--- src/rtl/branch_pred_pc_sel.sv ---
// PC select with bimodal branch prediction: ID-stage predict/steer, X-stage resolve/recover/train.
// Optional performance counters are compiled in when BP_PERF_CNT_EN is defined.
module branch_pred_pc_sel #(
  parameter int PC_W      = 32,
  parameter int BHT_DEPTH = 64,
  parameter int PRED_MODE = 1,
  parameter int CNT_W     = 32
) (
  input  logic            clk,
  input  logic            rst_n,
  input  logic            stall,
  input  logic            id_valid,
  input  logic [PC_W-1:0] id_pc,
  input  logic [6:0]      id_opcode,
  output logic            id_pred_taken,
  input  logic            x_valid,
  input  logic [PC_W-1:0] x_pc,
  input  logic [6:0]      x_opcode,
  input  logic [2:0]      x_func3,
  input  logic            x_pred_taken,
  input  logic            BrEq,
  input  logic            BrLt,
  output logic [1:0]      PCSel,
  output logic            x_redirect,
  output logic            mispredict
`ifdef BP_PERF_CNT_EN
  ,
  output logic [CNT_W-1:0] br_cnt,
  output logic [CNT_W-1:0] mispred_cnt
`endif
);

  localparam int IDX_W = $clog2(BHT_DEPTH);

  localparam logic [6:0] OPC_BRANCH = 7'b1100011;
  localparam logic [6:0] OPC_JAL    = 7'b1101111;
  localparam logic [6:0] OPC_JALR   = 7'b1100111;

  localparam logic [2:0] F3_BEQ  = 3'b000;
  localparam logic [2:0] F3_BNE  = 3'b001;
  localparam logic [2:0] F3_BLT  = 3'b100;
  localparam logic [2:0] F3_BGE  = 3'b101;
  localparam logic [2:0] F3_BLTU = 3'b110;
  localparam logic [2:0] F3_BGEU = 3'b111;

  localparam logic [1:0] SEL_PC4   = 2'b00;
  localparam logic [1:0] SEL_ID    = 2'b01;
  localparam logic [1:0] SEL_X     = 2'b10;
  localparam logic [1:0] SEL_XPC4  = 2'b11;

  // 2-bit saturating counter step: taken moves toward 11, not-taken toward 00.
  function automatic logic [1:0] sat_update(input logic [1:0] cnt, input logic up);
    logic [1:0] nxt;
    nxt = cnt;
    if (up) begin
      if (cnt != 2'b11) nxt = cnt + 2'b01;
    end else begin
      if (cnt != 2'b00) nxt = cnt - 2'b01;
    end
    return nxt;
  endfunction

  logic [IDX_W-1:0] rd_idx;
  logic [IDX_W-1:0] wr_idx;
  logic [1:0]       rd_cnt;
  logic             id_is_br_op;
  logic             x_is_br_op;
  logic             func3_legal;
  logic             taken;
  logic             is_br;
  logic             is_jalr;
  logic             train_en;
  logic             unused_pc_bits;

  assign rd_idx = id_pc[IDX_W+1:2];
  assign wr_idx = x_pc[IDX_W+1:2];

  assign unused_pc_bits = ^{id_pc, x_pc};

  assign id_is_br_op = (id_opcode == OPC_BRANCH);
  assign x_is_br_op  = (x_opcode == OPC_BRANCH);
  assign func3_legal = (x_func3 != 3'b010) && (x_func3 != 3'b011);

  always_comb begin
    taken = 1'b0;
    case (x_func3)
      F3_BEQ:           taken = BrEq;
      F3_BNE:           taken = ~BrEq;
      F3_BLT, F3_BLTU:  taken = BrLt;
      F3_BGE, F3_BGEU:  taken = ~BrLt;
      default:          taken = 1'b0;
    endcase
  end

  // X-stage classification; a bubble (x_valid low) silences everything downstream.
  assign is_br   = x_valid & x_is_br_op & func3_legal;
  assign is_jalr = x_valid & (x_opcode == OPC_JALR) & (x_func3 == 3'b000);

  assign mispredict = is_br & (taken ^ x_pred_taken);
  assign x_redirect = is_jalr | mispredict;
  assign train_en   = is_br & ~stall;

  generate
    if (PRED_MODE != 0) begin : g_bimodal
      logic [1:0] bht [BHT_DEPTH];

      // Read is the pre-edge value even when X writes the same entry this cycle.
      always_ff @(posedge clk or negedge rst_n) begin
        if (!rst_n) begin
          for (int i = 0; i < BHT_DEPTH; i++) bht[i] <= 2'b01;
        end else if (train_en) begin
          bht[wr_idx] <= sat_update(bht[wr_idx], taken);
        end
      end

      assign rd_cnt        = bht[rd_idx];
      assign id_pred_taken = id_valid & id_is_br_op & rd_cnt[1];
    end else begin : g_static
      assign rd_cnt        = 2'b01;
      assign id_pred_taken = 1'b0;
    end
  endgenerate

  // X recovery always outranks the ID steer, whose instruction is wrong-path then.
  always_comb begin
    PCSel = SEL_PC4;
    if (is_jalr || (is_br && taken && !x_pred_taken))
      PCSel = SEL_X;
    else if (is_br && !taken && x_pred_taken)
      PCSel = SEL_XPC4;
    else if (id_valid && ((id_opcode == OPC_JAL) || id_pred_taken))
      PCSel = SEL_ID;
  end

`ifdef BP_PERF_CNT_EN
  always_ff @(posedge clk or negedge rst_n) begin
    if (!rst_n) begin
      br_cnt      <= '0;
      mispred_cnt <= '0;
    end else if (!stall) begin
      if (is_br)      br_cnt      <= br_cnt + 1'b1;
      if (mispredict) mispred_cnt <= mispred_cnt + 1'b1;
    end
  end
`endif

endmodule
--- config.mk ---
export PLATFORM = sky130hd
export DESIGN_NAME = branch_pred_pc_sel
export DESIGN_NICKNAME = d
export VERILOG_FILES = /design/src/rtl/branch_pred_pc_sel.sv
export SDC_FILE = /design/constraint.sdc
export NUM_CORES = 1
export LEC_CHECK = 0
export ABC_AREA = 1
export BUFFER_PORTS_ARGS = -buffer_cell sky130_fd_sc_hd__buf_2
export CAP_MARGIN = 20
export CORE_MARGIN = 1.5
export CORE_UTILIZATION = 40
export CTS_CLUSTER_SIZE = 28
export DETAILED_ROUTE_END_ITERATION = 12
export GPL_ROUTABILITY_DRIVEN = 0
export HOLD_SLACK_MARGIN = 0.06
export SLEW_MARGIN = 20
export SYNTH_ARGS = -nofsm -noshare
export SYNTH_HDL_FRONTEND = slang
export SYNTH_SLANG_ARGS = --single-unit
--- constraint.sdc ---
create_clock -name clk -period 4.25 [get_ports clk]
set_clock_uncertainty 0.15 [all_clocks]
set_input_delay 0.425 -clock clk [delete_from_list [all_inputs] [get_ports clk]]
set_output_delay 0.425 -clock clk [all_outputs]
set_load 0.02 [all_outputs]
==> reports/qor.yml <==
power:
  p_per_area_nw_per_um2: 329
  ir_worst_vdd_mv: 0.246
  p_leak_nw: 4.56
critical_path:
  reg2reg_depth: 14
  start_kind: "input pin"
  required_ps: 4410
  r2r-end: "g_bimodal.bht[107]"
  path_max_fanout: 76
  end_kind: "flip-flop"
  critical_path_class: "input pin to flip-flop"
  rr_startpoint: "g_bimodal.bht[81]"
  cp.arrival_ps: 3100
  rrSetupSlack_ps: 1720
timing:
  period_share: 0.693
  setup_viol: 0
  fin_tns_setup_ps: 0
  worst_slew_pin_slew_ps: 923
  maxSlewHeadroom: 0.384
  period_minus_slack_ps: 2950
  rsz0062_at_grt: "false"
  hold_viol_final: 0
  slew_violations: 0
  max_freq_ghz: 0.339
cts:
  cts_tree: "built"
  clkTransAtPathRegs_ps: 50
  cts_hold_buf: 1
  clock_path_buffers: 2
  cts_buffers: 17
  h-tree-depth: 4
  cts_root_buffer: "clkbuf_16"
  cts_setup_buffers: 0
  insertion_delay_ps: 430
  cts_resized: 0
  cts.sinks: 128
synth:
  synth_area_per_cell_um2: 6.28
  netlist_area_um2: 7950
  synth-seq-cells: 128
  syn_nets: 1354
  synth_area_leaders: "nand2_1, dfstp_2, dfrtp_1"
  ys_seq_area_frac: 0.413
  synth_top_area_frac: 0.348
  yosys_warnings: 0
  synthCells: 1265
  synth_top_cell_by_area: "nand2_1"
  ys_types: 25
routing:
  vias: 7769
  drt-total-wl_um: 24200
  wl_met1_um: 11100
  routed.top_layer: "met4"
  ant_nets: 0
  drtIter0Drc: 626
  routed-wl-met2_um: 11000
  route.met3.wl_um: 1540
  drtPass1Iterations: 6
  drc: 0
  viasPerCell: 4.98
  wl_per_cell_um: 15.5
die:
  core_area_um2: 19500
  die_h_um: 144
  die_w_um: 144
  rows: 51
  ioPinCount: 94
  start_util: 0.408
  die_area_um2: 20700
cells_and_area:
  synthToLayoutAreaGrowth_pct: 11.5
  largest_register_ffs: 128
  antennaDiodeCount: 0
  layout.cells.most_common_list: "nand2_1, nand3_1, inv_1, nor2_1"
  drive_above_1_share: 0.121
  stdcell_area_um2: 8860
  top_regs: "g_bimodal.bht x128"
  max_flop_register: "g_bimodal.bht"
  nets: 1371
  final_common_cell: "nand2_1"
placement:
  place_hpwl_um: 14100
  place_area_um2: 8250
  port_buffers: 41
worst_hold_path:
  holdPathStages: 2
  worstHoldEndpoint: "g_bimodal.bht[14]"
  min_path_type: "flip-flop to flip-flop"
  holdCritStartpoint: "g_bimodal.bht[14]"
flow_run:
  cap_violations: 0
global_route:
  grt_util_all_layers: 0.251
  grt_first_pass_wirelength_um: 39200
  grt_pass1_vias: 7331
  antenna_found_initial: 0
  grt_start_max_net_pins: 77
  overflow: 0
outcome:
  status: "complete, no violations"
-- cell families after synthesis --
| kind of cell | share of synthesized area |
|---|---|
| buffers and inverters | 0.0905 |
| AND/OR/NAND/NOR | 0.477 |
| flip-flops | 0.413 |
| AO/OA/AOI/OAI | 0.0189 |
-- worst max-delay path, cell delays in order --
cell and delay (ps):
buf_2 100, buf_4 710, o21ai_0 200, nand2_1 100, nand2_1 60, nand2_1 50
nand2_1 60, nand2_1 90, nand2_1 60, nor2_1 190, nand2_1 90, nand2_2 120
nand2_4 470, nand3_1 230, nand2_1 80
-- area by class of cell --
type | instances | area [um^2]
Fill cell | 2072 | 10600
Multi-Input combinational cell | 982 | 3950
Sequential cell | 128 | 3280
Clock buffer | 22 | 474
Inverter | 100 | 375
Timing Repair Buffer | 53 | 338
Tap cell | 265 | 332
Clock inverter | 10 | 110
-- per-stage QoR --
stage / utilization / instances / total power, mW / hold WS (ps) / worst slack [ps]
after CTS: 0.454 / 1559 / 2.93 / 315 / 1330
after detailed placement: 0.424 / 1526 / 1.46 / 306 / 896
after global placement: 0.424 / 1526 / 1.46 / 303 / 913
after floorplan: - / 1265 / 1.37 / -20.6 / 1810
final: 0.455 / 1560 / 2.91 / 315 / 1300
after global routing: 0.455 / 1560 / 3.02 / 327 / 1000
-- power by group --
part / switching [mW] / internal [mW]
combinational: 0.181 / 0.0427
sequential: 0.000260 / 1.22
clock: 0.560 / 0.904
total: 0.741 / 2.17
-- synthesized netlist by cell type --
cell type  count
nand2_2        2
o211ai_1       1
nand2_4        2
o21ai_1        7
dfrtp_1       64
nand3b_1       1
buf_6         10
nor2_1        72
nor4_1         1
dfstp_2       64
inv_1         98
o21ai_0        9
clkbuf_1      14
buf_2         14
o31ai_1        1
nand3_1      113
or2_2          2
buf_1          5
buf_4         12
nand4_1       10
nor2_2         2
a21oi_1       11
nor3_1        11
inv_2          2
nand2_1      737
-- per-layer routing --
metal	track usage	vias up
li1	-	3898
met1	0.335	3577
met2	0.401	253
met3	0.0556	41
met4	0.0849	0
met5	0	-
-- how the worst max path moves through the flow --
stage               slack [ps]      from  cells past startpoint            endpoint
floorplan                 1810  id_pc[3]                     12            PCSel[0]
global placement           910   x_pc[2]                     15  g_bimodal.bht[105]
detailed placement         900   x_pc[4]                     12   g_bimodal.bht[49]
CTS                       1330   x_pc[2]                     15   g_bimodal.bht[77]
global route              1000   x_pc[2]                     15    g_bimodal.bht[9]
finish                    1300   x_pc[2]                     15  g_bimodal.bht[107]
Note: power is estimated with default switching activity, not from simulation.
